[src/rtl/fft_pkg.sv]
// fft_pkg: shared types and helpers for the FFT output path.
// Holds the frame geometry, complex word layout and lane index helpers.
package fft_pkg;

    localparam int DATA_W   = 50;
    localparam int N_POINTS = 8;
    localparam int IDX_W    = $clog2(N_POINTS);
    localparam int HALF_W   = DATA_W / 2;

    // Complex bin: re in the upper half, im in the lower half.
    typedef struct packed {
        logic signed [HALF_W-1:0] re;
        logic signed [HALF_W-1:0] im;
    } cplx_t;

    typedef enum logic {
        ST_IDLE   = 1'b0,
        ST_STREAM = 1'b1
    } rd_state_e;

    function automatic logic [IDX_W-1:0] bitrev3(
        input logic [IDX_W-1:0] idx
    );
        return {idx[0], idx[1], idx[2]};
    endfunction

endpackage

[src/rtl/fft_pingpong_bank.sv]
// fft_pingpong_bank: two frame banks with one full flag each.
// Ports: clk_i/rst_i; wr_en_i/wr_bank_i/wr_data_i write a whole frame;
// clr_en_i/clr_bank_i free a bank; rd_bank_i/rd_idx_i -> rd_data_o;
// full_o reports both bank flags.
module fft_pingpong_bank
    import fft_pkg::*;
#(
    parameter int DATA_W   = 50,
    parameter int N_POINTS = 8,
    parameter int IDX_W    = 3
) (
    input  logic              clk_i,
    input  logic              rst_i,
    input  logic              wr_en_i,
    input  logic              wr_bank_i,
    input  logic [DATA_W-1:0] wr_data_i [N_POINTS-1:0],
    input  logic              clr_en_i,
    input  logic              clr_bank_i,
    input  logic              rd_bank_i,
    input  logic [IDX_W-1:0]  rd_idx_i,
    output logic [DATA_W-1:0] rd_data_o,
    output logic [1:0]        full_o
);

    logic [DATA_W-1:0] mem_q [1:0][N_POINTS-1:0];
    logic [DATA_W-1:0] mem_d [1:0][N_POINTS-1:0];
    logic [1:0]        full_q;
    logic [1:0]        full_d;

    // Clear is applied before write; the two never target the
    // same bank because a full bank is never written.
    always_comb begin
        mem_d  = mem_q;
        full_d = full_q;
        if (clr_en_i) begin
            full_d[clr_bank_i] = 1'b0;
        end
        if (wr_en_i) begin
            for (int j = 0; j < N_POINTS; j++) begin
                mem_d[wr_bank_i][j] = wr_data_i[j];
            end
            full_d[wr_bank_i] = 1'b1;
        end
    end

    // Frame data needs no reset: the full flags gate every read.
    always_ff @(posedge clk_i) begin
        mem_q <= mem_d;
    end

    always_ff @(posedge clk_i) begin
        if (rst_i) begin
            full_q <= '0;
        end else begin
            full_q <= full_d;
        end
    end

    assign rd_data_o = mem_q[rd_bank_i][rd_idx_i];
    assign full_o    = full_q;

endmodule

[src/rtl/fft_output_reorder.sv]
// fft_output_reorder: ping-pong frame buffer that turns the 8-lane
// bit-reversed spectrum into a serial natural-order bin stream.
// Ports: clk_i, rst_i (sync, active-high);
// frame_i/frame_valid_i/frame_ready_o: parallel frame input;
// sample_o/sample_idx_o/sample_last_o/sample_valid_o/sample_ready_i:
// serial output; overflow_o: sticky dropped-frame flag.
module fft_output_reorder
    import fft_pkg::*;
#(
    parameter int DATA_W      = 50,
    parameter int N_POINTS    = 8,
    parameter bit BIT_REVERSE = 1'b1
) (
    input  logic              clk_i,
    input  logic              rst_i,
    input  logic [DATA_W-1:0] frame_i [N_POINTS-1:0],
    input  logic              frame_valid_i,
    output logic              frame_ready_o,
    output logic [DATA_W-1:0] sample_o,
    output logic [IDX_W-1:0]  sample_idx_o,
    output logic              sample_valid_o,
    input  logic              sample_ready_i,
    output logic              sample_last_o,
    output logic              overflow_o
);

    rd_state_e         state_q;
    rd_state_e         state_d;
    logic              wr_bank_q;
    logic              wr_bank_d;
    logic              rd_bank_q;
    logic              rd_bank_d;
    logic [IDX_W-1:0]  rd_cnt_q;
    logic [IDX_W-1:0]  rd_cnt_d;
    logic [DATA_W-1:0] sample_q;
    logic [DATA_W-1:0] sample_d;
    logic [IDX_W-1:0]  idx_q;
    logic [IDX_W-1:0]  idx_d;
    logic              last_q;
    logic              last_d;
    logic              valid_q;
    logic              valid_d;
    logic              ovf_q;
    logic              ovf_d;

    logic [1:0]        full;
    logic [DATA_W-1:0] rd_data;
    logic              frame_ready;
    logic              wr_en;
    logic              clr_en;
    logic              load;
    logic              have_data;
    logic              at_last;
    logic [IDX_W-1:0]  rd_idx_nat;
    logic [IDX_W-1:0]  rd_idx;

    fft_pingpong_bank #(
        .DATA_W   (DATA_W),
        .N_POINTS (N_POINTS),
        .IDX_W    (IDX_W)
    ) u_bank (
        .clk_i      (clk_i),
        .rst_i      (rst_i),
        .wr_en_i    (wr_en),
        .wr_bank_i  (wr_bank_q),
        .wr_data_i  (frame_i),
        .clr_en_i   (clr_en),
        .clr_bank_i (rd_bank_q),
        .rd_bank_i  (rd_bank_q),
        .rd_idx_i   (rd_idx),
        .rd_data_o  (rd_data),
        .full_o     (full)
    );

    assign frame_ready = !full[wr_bank_q];
    assign wr_en       = frame_valid_i && frame_ready;
    assign load        = !valid_q || sample_ready_i;

    // Leaving IDLE on a full bank loads bin 0 in the same cycle,
    // so back-to-back frames stream without a bubble.
    assign have_data  = (state_q == ST_STREAM) || full[rd_bank_q];
    assign rd_idx_nat = (state_q == ST_IDLE) ? '0 : rd_cnt_q;
    assign rd_idx     = BIT_REVERSE ? bitrev3(rd_idx_nat) : rd_idx_nat;
    assign at_last    = (rd_idx_nat == IDX_W'(N_POINTS - 1));

    always_comb begin
        state_d   = state_q;
        wr_bank_d = wr_bank_q;
        rd_bank_d = rd_bank_q;
        rd_cnt_d  = rd_cnt_q;
        sample_d  = sample_q;
        idx_d     = idx_q;
        last_d    = last_q;
        valid_d   = valid_q;
        ovf_d     = ovf_q;
        clr_en    = 1'b0;

        if (wr_en) begin
            wr_bank_d = ~wr_bank_q;
        end
        if (frame_valid_i && !frame_ready) begin
            ovf_d = 1'b1;
        end

        unique case (1'b1)
            (have_data && load): begin
                sample_d = rd_data;
                idx_d    = rd_idx_nat;
                last_d   = at_last;
                valid_d  = 1'b1;
                rd_cnt_d = rd_idx_nat + IDX_W'(1);
                state_d  = ST_STREAM;
                if (at_last) begin
                    clr_en    = 1'b1;
                    rd_bank_d = ~rd_bank_q;
                    state_d   = ST_IDLE;
                end
            end
            (have_data && !load): begin
                state_d  = ST_STREAM;
                rd_cnt_d = rd_idx_nat;
            end
            (!have_data && load): begin
                valid_d = 1'b0;
            end
            default: begin
            end
        endcase
    end

    always_ff @(posedge clk_i) begin
        if (rst_i) begin
            state_q   <= ST_IDLE;
            wr_bank_q <= 1'b0;
            rd_bank_q <= 1'b0;
            rd_cnt_q  <= '0;
            sample_q  <= '0;
            idx_q     <= '0;
            last_q    <= 1'b0;
            valid_q   <= 1'b0;
            ovf_q     <= 1'b0;
        end else begin
            state_q   <= state_d;
            wr_bank_q <= wr_bank_d;
            rd_bank_q <= rd_bank_d;
            rd_cnt_q  <= rd_cnt_d;
            sample_q  <= sample_d;
            idx_q     <= idx_d;
            last_q    <= last_d;
            valid_q   <= valid_d;
            ovf_q     <= ovf_d;
        end
    end

    assign frame_ready_o  = frame_ready;
    assign sample_o       = sample_q;
    assign sample_idx_o   = idx_q;
    assign sample_last_o  = last_q;
    assign sample_valid_o = valid_q;
    assign overflow_o     = ovf_q;

endmodule
[config.mk]
export PLATFORM = sky130hd
export DESIGN_NAME = fft_output_reorder
export DESIGN_NICKNAME = d
export VERILOG_FILES = /design/src/rtl/fft_pkg.sv /design/src/rtl/fft_pingpong_bank.sv /design/src/rtl/fft_output_reorder.sv
export SDC_FILE = /design/constraint.sdc
export NUM_CORES = 1
export LEC_CHECK = 0
export ABC_CLOCK_PERIOD_IN_PS = 98800
export BUFFER_PORTS_ARGS = -buffer_cell sky130_fd_sc_hd__buf_2
export CORE_MARGIN = 1
export CORE_UTILIZATION = 56
export CTS_BUF_LIST = sky130_fd_sc_hd__clkbuf_2
export CTS_CLUSTER_SIZE = 40
export DETAILED_ROUTE_END_ITERATION = 10
export PLACE_DENSITY_LB_ADDON = 0.05
export REMOVE_ABC_BUFFERS = 1
export SYNTH_ARGS = -nofsm -noshare
export SYNTH_HDL_FRONTEND = slang
export SYNTH_SLANG_ARGS = --single-unit
[constraint.sdc]
create_clock -name clk_i -period 98.8 [get_ports clk_i]
set_input_delay 4.94 -clock clk_i [delete_from_list [all_inputs] [get_ports clk_i]]
set_output_delay 4.94 -clock clk_i [all_outputs]
set_load 0.02 [all_outputs]
* Yosys cells after proc, flatten, opt, wreduce, memory -nomap -nowiden *
Cells that the tools add are included.

storage, ports and cells
  bits in registers = 864
  bits of input ports = 404
  output and inout bits = 57
  logic and storage cells = 99

cells by class
  add/subtract/negate cells = 1
  $lt $le $gt $ge = 5
  equality and inequality tests = 1
  mux-type cells = 45
  bitwise logic cells = 5
  reductions and logical operators = 16

operator list
  operator                                                     number
  bitwise mux 800 bit                                          8
  demux 400 bit (select 1 bit)                                 8
  2-to-1 mux 400 bit                                           3
  2-to-1 mux 350 bit                                           1
  2-to-1 mux 300 bit                                           1
  2-to-1 mux 250 bit                                           1
  2-to-1 mux 200 bit                                           1
  binary-select mux 50 bit (select 3 bit)                      1
  2-to-1 mux 150 bit                                           1
  2-to-1 mux 100 bit                                           1
  2-to-1 mux 50 bit                                            2
  2-to-1 mux 1 bit                                             9
  logical AND 1 bit                                            7
  case mux 3 bit (2 select lines)                              1
  zero test 1 bit                                              4
  less-than comparator 1 x 2 -> 1 bit (second input constant)  2
  less-than comparator 3 x 4 -> 1 bit (second input constant)  1
  2-to-1 mux 2 bit                                             2
  case mux 1 bit (2 select lines)                              2
  nonzero test 2 bit                                           2
  adder 3 x 1 -> 3 bit (second input constant)                 1
  equality test 3 bit (second input constant)                  1
  2-to-1 mux 3 bit                                             1
  AND 2 bit                                                    1
  7 further kinds                                              11

* Depth between registers and ports, before layout *
Gate-level depths: netlist of the first run.

  word-level depth = 12
  gate-level depth with buffers = 8
  mapped depth without buffers = 7

* By module *
From an unflattened synthesis of the first run, not the netlist that was laid out.

unflattened totals
  cell total of the unflattened synthesis = 1521
  area total of the unflattened synthesis = 32801.5 um^2

modules (own cells, without submodules)
  module              instances  cells an instance  area each (um^2)  seq. area each (um^2)
  fft_pingpong_bank   1          1342               30550.6           24063.1
  fft_output_reorder  1          179                2250.9            1241.2

* Worst setup path after synthesis of the first run *
Ideal clock, no wire load.

  path kind = input to register
  from = input port frame_valid_i
  to = register u_bank.mem_q[0] (netlist name), enable pin
  library setup time = 1.739 ns
  arrival time = 33.417 ns
  required time = 97.061 ns
  slack = 63.644 ns
  cell stages on the path = 1
  buffers on the path = 0
  cells stage by stage = nor3b_1

between the ends
  word-level cells in the longest chain between the ends = 1

RTL lines
  element                 RTL line                  RTL
  start: declaration      fft_output_reorder.sv:17  input logic frame_valid_i,
  logical AND 1 bit       fft_output_reorder.sv:76  assign wr_en = frame_valid_i && frame_ready;
  end signal: assignment  fft_pingpong_bank.sv:48   mem_q <= mem_d;
  end: declaration        fft_pingpong_bank.sv:25   logic [DATA_W-1:0] mem_q [1:0][N_POINTS-1:0];

Every way passes these cells.
A chain may end at the register's enable or synchronous reset.

* Worst setup path in the final report of the first run *
  from = input port frame_valid_i
  to = register u_bank.mem_q[774] (netlist name), enable pin

The elaborated chain is that of the path after synthesis.

==> flow_metrics.py, run 1 <==
metrics = {
    "worst_setup_path": {
        "critical_path_required_ns": 99.80,
        "cp_max_fo": 76,
        "rr_worst_depth": 5,
        "cpPeakStageDelay_ns": 0.93,
        "crit_arrival_ns": 8.79,
        "crit_chain": "buf_2 -> nand2b_1 -> nor2_4 -> buf_4 -> buf_4 -> buf_4",
        "path_class": "in2reg",
        "rr_startpoint": "wr_bank_q",
        "reg2reg_to": "u_bank.mem_q[774]",
        "slowest_stage": "buf_4",
        "startpoint_type": "primary input",
        "endpoint_kind": "flop",
        "path_common_cell": "buf_4",
        "r2r_slack_ns": 93.96,
    },
    "floorplanning": {
        "die_x_um": 246,
        "dieHeight_um": 246,
        "rows": 89,
        "core_area_um2": 59000,
        "start_util_pct": 56.6,
        "ios": 461,
        "die-area_um2": 60600,
    },
    "clock_network": {
        "cts_buffer_depth": 3,
        "h-tree-depth": 4,
        "cts_tree": "yes",
        "clk_pin_slew_ns": 0.10,
        "clk_latency_ns": 1.42,
        "cts_hold_buf": 0,
        "cts_buffers": 207,
        "ctsResizeCount": 0,
        "cts_setup_buffers": 0,
        "cts_root_buf": "clkbuf_2",
        "cts_sinks": 864,
    },
    "min_path": {
        "hold_start": "sample_last_o",
        "min_path_type": "reg2reg",
        "min_to": "sample_last_o",
        "hold_depth": 2,
    },
    "sta": {
        "finalMaxSlewViolations": 0,
        "rsz0062_at_grt": "false",
        "worstMarginPinSlew_ns": 1.28,
        "finalCritPeriodShare_pct": 7.88,
        "max_freq_mhz": 128,
        "fin_crit_ns": 7.79,
        "setup_viol": 0,
        "final_hold_viol_count": 0,
        "slew_headroom_pct": 14.8,
        "tns_ns": 0,
        "finClkSkew_ns": 0.0952,
    },
    "logic_synthesis": {
        "synth_commonest_cells": "800 x edfxtp_1, 386 x mux2i_1, 100 x o22ai_1",
        "yosysMostFrequentCell": "edfxtp_1",
        "ys_seq_elements": 864,
        "synth_edf_count": 800,
        "synth_top_area_share_pct": 71.9,
        "synth_seq_area_share_pct": 75.7,
        "yosys-top-cells-area": "edfxtp_1 72%, mux2i_1 12%, dfxtp_1 3.8%, a22oi_1 2.2%, o22ai_1 1.9%",
        "ys_types": 45,
        "async_flop_share_pct": 0,
        "postSynthCellCount": 1962,
        "syn_avg_cell_area_um2": 17.0,
        "ys.flop_type": "edfxtp_1",
        "yosys_warnings": 0,
        "synth_area_leader_cell": "edfxtp_1",
        "synth.cell_area_um2": 33400,
    },
    "flow_run": {
        "maxCapViolCount": 0,
    },
    "placement": {
        "dp_hpwl_mm": 50.9,
        "portBuffers": 460,
        "gp_congestion": 0.819,
    },
    "final_layout": {
        "finalNetCount": 2936,
        "areaGrowthSynthToFinish_pct": 15.2,
        "fillers": 4422,
        "drive_gt1_share_pct": 32.0,
        "post-route-util_pct": 65.2,
    },
    "global_routing": {
        "top_usage_layer": "met2",
        "grt_start_max_net_pins": 171,
        "track_usage_pct": 28.2,
        "grtUsageMet3_pct": 8.88,
        "met2_usage_pct": 45.6,
        "globalRouteOverflowTotal": 0,
        "grt_first_pass_wirelength_mm": 123,
        "grtUsageMet1_pct": 35.0,
        "grt_antenna_before_repair": 48,
        "grt_pass1_vias": 20234,
    },
    "outcome": {
        "outcome": "complete, no violations",
    },
    "power_and_ir_drop": {
        "pwr-share-clk_pct": 33.2,
        "pwr-share-seq_pct": 58.9,
        "vdd_drop_max_mv": 0.0113,
        "powerDensity_nw_per_um2": 19.1,
        "intPower_mw": 0.552,
        "comb_power_share_pct": 7.9,
        "sw_frac_of_total_pct": 25.0,
        "switching_power_mw": 0.184,
        "leakage_nw": 13.2,
    },
    "detailed_routing": {
        "wl_per_cell_um": 24.4,
        "drtAntennaViolNets": 0,
        "firstDrtPassIters": 5,
        "drt-total-wl_mm": 85.4,
        "post-route-drc-count": 0,
        "dr_total_vias": 20040,
        "viasPerCell": 5.72,
        "drt_iter0_markers": 1582,
    },
}
-- flip-flops by register name, summed over array words and instances, names as in the netlist --
name and flops:
rd_cnt_q 3, u_bank.mem_q 800, sample_last_o 1, sample_idx_o 3
sample_o 50, rd_bank_q 1, state_q 1, overflow_o 1
u_bank.full_o 2, wr_bank_q 1, sample_valid_o 1
-- worst max path at each step --
stage	from	to	slack, ns	cells after the start
3_5_place_dp	frame_valid_i	u_bank.mem_q[504]	89.58	6
5_1_grt	frame_valid_i	u_bank.mem_q[446]	90.89	6
2_1_floorplan	frame_valid_i	u_bank.mem_q[0]	63.65	1
4_1_cts	wr_bank_q	frame_ready_o	90.87	2
3_3_place_gp	frame_valid_i	u_bank.mem_q[404]	89.62	6
6_report	frame_valid_i	u_bank.mem_q[774]	91.01	6
-- routing by layer --
metal | part of all wire [%] | wire length [um]
met1 | 39 | 33100
met2 | 50 | 42800
met3 | 8.5 | 7260
met4 | 2.4 | 2060
met5 | 0.35 | 300
-- metrics by stage --
stage	hold WS [ns]	cells	cell area, um^2	worst slack, ns	total power, mW
finish	0.470	3504	38500	91.01	0.736
global route	0.502	3491	38500	90.89	0.767
CTS	0.472	3471	38400	90.87	0.743
floorplan	0.492	1833	32800	63.65	0.490
global placement	0.443	3094	36400	89.62	0.497
detailed placement	0.458	3094	36400	89.58	0.500
-- final cells by class --
type / count / area [um^2] / area share, %
Clock inverter: 43 / 368 / 0.956
Timing Repair Buffer: 488 / 2540 / 6.60
Inverter: 6 / 22.5 / 0.0585
Clock buffer: 334 / 1670 / 4.34
Sequential cell: 864 / 25300 / 65.8
Antenna cell: 33 / 82.6 / 0.215
Multi-Input combinational cell: 963 / 7530 / 19.6
Tap cell: 773 / 967 / 2.51
-- critical path: cells and delay by family --
| kind | cells | cell delay (ns) |
|---|---|---|
| buffers and inverters | 4 | 2.68 |
| and+or+nand+nor | 2 | 0.99 |
-- cell families after synthesis --
family                     synth area share, %
DFF                                       75.7
muxes                                     11.9
and+or+nand+nor                           4.89
AOI/OAI and AO/OA                         5.37
buffers and inverters                     1.96
adders and majority gates               0.0749
xor gates and xnor gates                0.0262
-- cells in the final DEF, fill, tap and decap left out, types with 2 or more instances in the layout --
master,instances
o21ai_4,2
nor4_1,95
buf_2,459
nand2b_1,2
nor3_1,5
nor2_4,5
bufinv_16,7
o21ai_0,3
clkinvlp_4,3
diode_2,33
buf_12,2
dfxtp_4,2
clkinv_1,27
nor2_1,62
and2_1,50
mux2i_1,386
nand2_1,9
inv_2,5
a211oi_1,3
edfxtp_1,800
ha_1,2
o22ai_1,100
a21oi_1,58
inv_1,4
nor2b_1,52
nand3_1,3
clkbuf_2,334
nand3b_1,3
buf_4,27
nand2_2,2
a221oi_1,2
dfxtp_1,62
mux4_2,4
a22oi_1,97
mux2_2,2
-- power by group through the flow --
stage	logic (mW)	registers (mW)	clock network, mW
after global placement	0.0564	0.441	0
final	0.0578	0.434	0.245
after detailed placement	0.0580	0.442	0
after floorplan	0.0263	0.463	0
after CTS	0.0581	0.434	0.251
after global routing	0.0628	0.436	0.268
(Power assumes the default switching activity.)
==> run 2: changes to the inputs <==
--- a/config.mk
+++ b/config.mk
@@ -5,10 +5,10 @@
 export SDC_FILE = /design/constraint.sdc
 export NUM_CORES = 1
 export LEC_CHECK = 0
-export ABC_CLOCK_PERIOD_IN_PS = 98800
+export ABC_CLOCK_PERIOD_IN_PS = 6750
 export BUFFER_PORTS_ARGS = -buffer_cell sky130_fd_sc_hd__buf_2
 export CORE_MARGIN = 1
-export CORE_UTILIZATION = 56
+export CORE_UTILIZATION = 54
 export CTS_BUF_LIST = sky130_fd_sc_hd__clkbuf_2
 export CTS_CLUSTER_SIZE = 40
 export DETAILED_ROUTE_END_ITERATION = 10
==> constraint.sdc (replaced) <==
create_clock -name clk_i -period 6.75 [get_ports clk_i]
set_input_delay 0.3375 -clock clk_i [delete_from_list [all_inputs] [get_ports clk_i]]
set_output_delay 0.3375 -clock clk_i [all_outputs]
set_load 0.02 [all_outputs]
==> flow_metrics.py, run 2 <==
metrics = {
    "logic_synthesis": {
        "ys_seq_elements": 864,
        "syn_avg_cell_area_um2": 17.0,
        "postSynthCellCount": 1962,
        "synth.cell_area_um2": 33400,
        "async_flop_share_pct": 0,
        "ys_types": 45,
        "synth_top_area_share_pct": 71.9,
        "yosysMostFrequentCell": "edfxtp_1",
        "synth_commonest_cells": "800 x edfxtp_1, 386 x mux2i_1, 100 x o22ai_1",
        "ys.flop_type": "edfxtp_1",
        "synth_area_leader_cell": "edfxtp_1",
        "synth_seq_area_share_pct": 75.7,
        "yosys_warnings": 0,
        "yosys-top-cells-area": "edfxtp_1 72%, mux2i_1 12%, dfxtp_1 3.8%, a22oi_1 2.2%, o22ai_1 1.9%",
        "synth_edf_count": 800,
    },
    "clock_network": {
        "cts_root_buf": "clkbuf_2",
        "cts_setup_buffers": 0,
        "cts_buffers": 206,
        "ctsResizeCount": 0,
        "h-tree-depth": 4,
        "cts_buffer_depth": 3,
        "cts_hold_buf": 698,
        "cts_sinks": 864,
    },
    "placement": {
        "portBuffers": 460,
        "dp_hpwl_mm": 49.2,
        "gp_congestion": 0.871,
    },
    "floorplanning": {
        "die_x_um": 251,
        "rows": 90,
        "start_util_pct": 55.1,
        "ios": 461,
        "dieHeight_um": 251,
    },
    "outcome": {
        "run.stop_error": "[ERROR RSZ-0060] Max buffer count reached.",
        "outcome": "did not finish",
        "flow.stopped_at": "4_1_cts",
    },
}
[run 2: cell counts after synthesis]
No cell type changed its count.
[run 2: cell families after synthesis]
group                      synth area share, %
AOI/OAI and AO/OA                         5.37
xor gates and xnor gates                0.0262
adders and majority gates               0.0749
buffers and inverters                     1.96
DFF                                       75.7
muxes                                     11.9
and+or+nand+nor                           4.89
[run 2: metrics by stage]
stage | worst slack, ns | utilization (%) | cell area, um^2 | std cells
floorplan | -25.08 | - | 32800 | 1833
global placement | 3.27 | 60.0 | 36400 | 3100
detailed placement | 3.16 | 60.0 | 36400 | 3100
==> run 3: changes to the inputs <==
--- a/config.mk
+++ b/config.mk
@@ -5,14 +5,12 @@
 export SDC_FILE = /design/constraint.sdc
 export NUM_CORES = 1
 export LEC_CHECK = 0
-export ABC_CLOCK_PERIOD_IN_PS = 6750
+export ABC_CLOCK_PERIOD_IN_PS = 8780
 export BUFFER_PORTS_ARGS = -buffer_cell sky130_fd_sc_hd__buf_2
 export CORE_MARGIN = 1
-export CORE_UTILIZATION = 54
-export CTS_BUF_LIST = sky130_fd_sc_hd__clkbuf_2
-export CTS_CLUSTER_SIZE = 40
+export CORE_UTILIZATION = 40
 export DETAILED_ROUTE_END_ITERATION = 10
-export PLACE_DENSITY_LB_ADDON = 0.05
+export PLACE_DENSITY_LB_ADDON = 0.15
 export REMOVE_ABC_BUFFERS = 1
 export SYNTH_ARGS = -nofsm -noshare
 export SYNTH_HDL_FRONTEND = slang
==> constraint.sdc (replaced) <==
create_clock -name clk_i -period 8.78 [get_ports clk_i]
set_input_delay 0.439 -clock clk_i [delete_from_list [all_inputs] [get_ports clk_i]]
set_output_delay 0.439 -clock clk_i [all_outputs]
set_load 0.02 [all_outputs]
==> flow_metrics.py, run 3 (same netlist as run 1, synthesis figures left out) <==
metrics = {
    "placement": {
        "place_ws_ns": 4.83,
        "dp_hpwl_mm": 51.2,
        "gp_congestion": 0.775,
        "placed_cells": 3391,
        "portBuffers": 460,
        "place_area_um2": 36800,
    },
    "detailed_routing": {
        "dr_total_vias": 20353,
        "drt_iter0_markers": 1227,
        "drtAntennaViolNets": 0,
        "firstDrtPassIters": 5,
        "drt-total-wl_mm": 89.6,
        "viasPerCell": 5.18,
        "wl_per_cell_um": 22.8,
        "post-route-drc-count": 0,
    },
    "final_layout": {
        "largest_register": "u_bank.mem_q",
        "post-route-util_pct": 52.7,
        "areaGrowthSynthToFinish_pct": 30.0,
        "finalNetCount": 3171,
        "fin_cells": 3931,
        "mostFrequentLayoutCells": "800 x edfxtp_1, 459 x buf_2, 386 x mux2i_1",
        "largest_reg_flops": 800,
        "final_cell_area_um2": 43400,
        "mostFrequentLayoutCell": "edfxtp_1",
        "drive_gt1_share_pct": 23.1,
        "multi_input_area_um2": 7540,
        "ff_latch_area_um2": 25300,
        "fillers": 6828,
    },
    "worst_setup_path": {
        "cp_max_fo": 46,
        "path_class": "reg2reg",
        "critical_path_required_ns": 9.26,
        "crit_arrival_ns": 4.40,
        "endpoint_kind": "flop",
        "startpoint_type": "flop",
    },
    "sta": {
        "final_hold_viol_count": 0,
        "timing.hold.ws_ns": 0.0596,
        "finClkSkew_ns": 0.0241,
        "setup_ws_ns": 4.86,
        "finalMaxSlewViolations": 0,
        "max_freq_mhz": 255,
        "worstMarginPinSlew_ns": 1.20,
        "fin_crit_ns": 3.92,
        "tns_ns": 0,
        "finalCritPeriodShare_pct": 44.6,
        "setup_viol": 0,
        "slew_headroom_pct": 20.2,
        "rsz0062_at_grt": "false",
    },
    "clock_network": {
        "cts_setup_buffers": 0,
        "cts_sinks": 864,
        "cts_tree": "yes",
        "h-tree-depth": 3,
        "cts_hold_buf": 349,
        "ctsResizeCount": 0,
        "cts_root_buf": "clkbuf_16",
        "cts_buffers": 93,
        "cts_buffer_depth": 3,
        "clk_latency_ns": 0.64,
        "clk_pin_slew_ns": 0.06,
    },
    "power_and_ir_drop": {
        "leakage_nw": 14.6,
        "vdd_drop_max_mv": 0.160,
        "powerDensity_nw_per_um2": 222,
        "power_mw": 9.62,
    },
    "global_routing": {
        "grt_start_max_net_pins": 170,
        "grt_antenna_before_repair": 28,
        "globalRouteOverflowTotal": 0,
        "grt_first_pass_wirelength_mm": 132,
        "track_usage_pct": 20.8,
        "grt_pass1_vias": 21432,
    },
    "floorplanning": {
        "die-area_um2": 84700,
        "core_area_um2": 82400,
        "rows": 105,
        "ios": 461,
        "die_x_um": 291,
        "start_util_pct": 40.6,
        "dieHeight_um": 291,
    },
    "outcome": {
        "outcome": "complete, no violations",
    },
    "min_path": {
        "min_path_type": "in2reg",
    },
    "flow_run": {
        "maxCapViolCount": 0,
    },
}
==> run 3: cell type report <==
class	instances	area share, %
multi-input combinational	963	17.4
tap	1070	3.08
clock inverter	67	1.65
inverter	6	0.0519
clock buffer	108	5.51
sequential	864	58.3
antenna	16	0.0922
timing repair buffer	837	14.0
==> run 3: path summary, 6_finish.rpt <==
path / start / endpoint / slack, ns / cells past startpoint
setup reg to reg: rd_bank_q / sample_o[29] / 4.86 / 7
hold / removal: frame_i[240] / u_bank.mem_q[240] / 0.06 / 1
setup / recovery: rd_bank_q / sample_o[29] / 4.86 / 7
hold reg to reg: sample_idx_o[1] / sample_idx_o[1] / 0.48 / 2
==> run 3: where the power goes <==
| part | internal (mW) | switching (mW) | total (mW) |
|---|---|---|---|
| sequential | 4.80 | 0.0836 | 4.88 |
| combinational | 0.323 | 0.460 | 0.783 |
| clock | 2.33 | 1.63 | 3.95 |
==> run 3: critical path, stage by stage (launching register included) <==
cell and delay [ns]:
dfxtp_4 0.79, buf_4 0.64, buf_4 0.76, buf_4 0.73
mux2i_1 0.28, o22ai_1 0.09, nor4_1 0.30, nor4_1 0.09
==> run 3: per-layer routing <==
layer  GRT usage [%]  wire (um)  up-vias  part of all wire, %
met5               0        161        -                 0.18
met4            6.88       2320       26                  2.6
met3            4.07       4810      165                  5.4
met2            35.3      44400      559                   50
met1            26.8      37900    10167                   42
li1                -          -     9436                    -
==> run 4: changes to the inputs <==
--- a/config.mk
+++ b/config.mk
@@ -5,7 +5,8 @@
 export SDC_FILE = /design/constraint.sdc
 export NUM_CORES = 1
 export LEC_CHECK = 0
-export ABC_CLOCK_PERIOD_IN_PS = 8780
+export ABC_AREA = 1
+export ABC_CLOCK_PERIOD_IN_PS = 3300
 export BUFFER_PORTS_ARGS = -buffer_cell sky130_fd_sc_hd__buf_2
 export CORE_MARGIN = 1
 export CORE_UTILIZATION = 40
==> constraint.sdc (replaced) <==
create_clock -name clk_i -period 3.3 [get_ports clk_i]
set_input_delay 0.165 -clock clk_i [delete_from_list [all_inputs] [get_ports clk_i]]
set_output_delay 0.165 -clock clk_i [all_outputs]
set_load 0.02 [all_outputs]
==> flow_metrics.py, run 4 <==
metrics = {
    "clock_network": {
        "cts_buffers": 92,
        "cts_setup_buffers": 0,
        "cts_sinks": 864,
        "h-tree-depth": 3,
        "clk_pin_slew_ns": 0.06,
        "cts_tree": "yes",
        "ctsResizeCount": 0,
        "cts_buffer_depth": 3,
        "cts_root_buf": "clkbuf_16",
        "cts_hold_buf": 403,
        "clk_latency_ns": 0.65,
    },
    "sta": {
        "finalCritPeriodShare_pct": 69.9,
        "setup_ws_ns": 0.994,
        "finalMaxSlewViolations": 0,
        "setup_viol": 0,
        "finClkSkew_ns": 0.0217,
        "max_freq_mhz": 434,
        "final_hold_viol_count": 0,
        "fin_crit_ns": 2.31,
        "tns_ns": 0,
        "timing.hold.ws_ns": 0.0634,
        "worstMarginPinSlew_ns": 1.13,
        "rsz0062_at_grt": "false",
        "slew_headroom_pct": 24.9,
    },
    "final_layout": {
        "mostFrequentLayoutCell": "edfxtp_1",
        "largest_register": "u_bank.mem_q",
        "drive_gt1_share_pct": 18.1,
        "largest_reg_flops": 800,
        "areaGrowthSynthToFinish_pct": 30.1,
        "finalNetCount": 4261,
        "mostFrequentLayoutCells": "800 x edfxtp_1, 596 x nor2_1, 459 x buf_2",
        "final_cell_area_um2": 45800,
    },
    "logic_synthesis": {
        "synth_area_leader_cell": "edfxtp_1",
        "ys_types": 24,
        "synth_commonest_cells": "800 x edfxtp_1, 598 x nor2_1, 388 x nand2_1",
        "postSynthCellCount": 3035,
        "yosys_warnings": 0,
        "synth_seq_area_share_pct": 71.9,
        "yosysMostFrequentCell": "edfxtp_1",
        "synth.cell_area_um2": 35200,
        "ys_seq_elements": 864,
        "synth_top_area_share_pct": 68.3,
        "async_flop_share_pct": 0,
        "synth_edf_count": 800,
        "ys.flop_type": "edfxtp_1",
        "yosys-top-cells-area": "edfxtp_1 68%, nor2_1 6.4%, o211ai_1 4.2%, nand2_1 4.1%, dfxtp_1 3.6%",
        "syn_avg_cell_area_um2": 11.6,
    },
    "global_routing": {
        "grt_antenna_before_repair": 20,
        "grt_first_pass_wirelength_mm": 146,
        "track_usage_pct": 21.3,
        "grt_start_max_net_pins": 240,
        "globalRouteOverflowTotal": 0,
        "grt_pass1_vias": 25327,
    },
    "detailed_routing": {
        "drt-total-wl_mm": 95.7,
        "wl_per_cell_um": 18.8,
        "post-route-drc-count": 0,
        "drtAntennaViolNets": 0,
        "drt_iter0_markers": 1856,
        "firstDrtPassIters": 7,
        "viasPerCell": 4.91,
        "dr_total_vias": 25056,
    },
    "placement": {
        "dp_hpwl_mm": 56.6,
        "portBuffers": 460,
        "place_ws_ns": 0.950,
        "gp_congestion": 0.785,
        "place_area_um2": 38700,
    },
    "floorplanning": {
        "die_x_um": 299,
        "start_util_pct": 40.4,
        "core_area_um2": 87000,
        "die-area_um2": 89200,
        "rows": 108,
        "ios": 461,
        "dieHeight_um": 299,
    },
    "worst_setup_path": {
        "cpPeakStageDelay_ns": 0.74,
        "cp_max_fo": 68,
        "path_class": "reg2reg",
        "rr_startpoint": "wr_bank_q",
        "r2r_slack_ns": 0.99,
        "cp_num_buf_inv": 1,
        "reg2reg_to": "u_bank.mem_q[261]",
        "rr_worst_depth": 3,
        "endpoint_kind": "flop",
        "critical_path_required_ns": 3.55,
        "crit_arrival_ns": 2.56,
        "crit_chain": "or2_2 -> nor2_4 -> buf_4",
        "crit_family": "buffers and inverters",
        "slowest_stage": "buf_4",
        "startpoint_type": "flop",
    },
    "power_and_ir_drop": {
        "leakage_nw": 18.1,
        "pwr-share-clk_pct": 40.6,
        "switching_power_mw": 5.75,
        "sw_frac_of_total_pct": 22.5,
        "intPower_mw": 19.8,
        "powerDensity_nw_per_um2": 559,
        "pwr-share-seq_pct": 50.7,
        "comb_power_share_pct": 8.6,
        "vdd_drop_max_mv": 0.384,
    },
    "flow_run": {
        "maxCapViolCount": 0,
    },
    "min_path": {
        "min_path_type": "in2reg",
        "min_to": "rd_cnt_q[0]",
        "hold_depth": 2,
        "hold_start": "rst_i",
    },
    "outcome": {
        "outcome": "complete, no violations",
    },
}
==> run 4: how the worst max path moves through the flow <==
stage	from	to	slack, ns	cells past startpoint
floorplan	wr_bank_q	u_bank.mem_q[400]	-16.74	2
CTS	wr_bank_q	u_bank.mem_q[61]	0.93	3
global route	wr_bank_q	u_bank.mem_q[749]	0.84	4
finish	wr_bank_q	u_bank.mem_q[261]	0.99	3
global placement	wr_bank_q	u_bank.mem_q[40]	0.98	3
detailed placement	wr_bank_q	u_bank.mem_q[40]	0.95	3
==> run 4: area by class of cell <==
cell class / count / area, um^2
fill: 7665 / 41200
sequential: 864 / 25300
multi-input combinational: 1709 / 7940
timing repair buffer: 915 / 6970
clock buffer: 138 / 2640
tap: 1155 / 1450
inverter: 273 / 1040
clock inverter: 34 / 435
antenna: 13 / 32.5
==> run 4: kinds of logic after synthesis <==
| family | synth area share [%] |
|---|---|
| AOI/OAI and AO/OA | 7.92 |
| DFF | 71.9 |
| adders and majority gates | 0.0711 |
| buffers and inverters | 5.65 |
| and+or+nand+nor | 14.5 |
==> run 4: power by group through the flow <==
stage	clock (mW)	sequential [mW]	combinational, mW
after floorplan	0	13.7	0.795
after detailed placement	0	13.2	1.82
after global routing	11.0	13.0	2.42
after global placement	0	13.2	1.79
after CTS	10.6	13.0	2.24
final	10.4	13.0	2.20
==> run 4: per-layer routing <==
layer | routed length (um) | vias up | GRT usage (%)
met4 | 2040 | 16 | 6.14
met5 | 93 | - | 0
met1 | 40800 | 12101 | 27.7
met2 | 47500 | 679 | 36.4
li1 | - | 12107 | -
met3 | 5230 | 153 | 3.50
==> run 4: metrics by stage <==
| stage | util (%) | total power, mW | std cells |
|---|---|---|---|
| final | 52.6 | 25.6 | 5101 |
| after global routing | 52.6 | 26.5 | 5100 |
| after CTS | 52.6 | 25.8 | 5088 |
| after detailed placement | 44.4 | 15.0 | 4513 |
| after global placement | 44.4 | 15.0 | 4513 |
| after floorplan | - | 14.5 | 2846 |
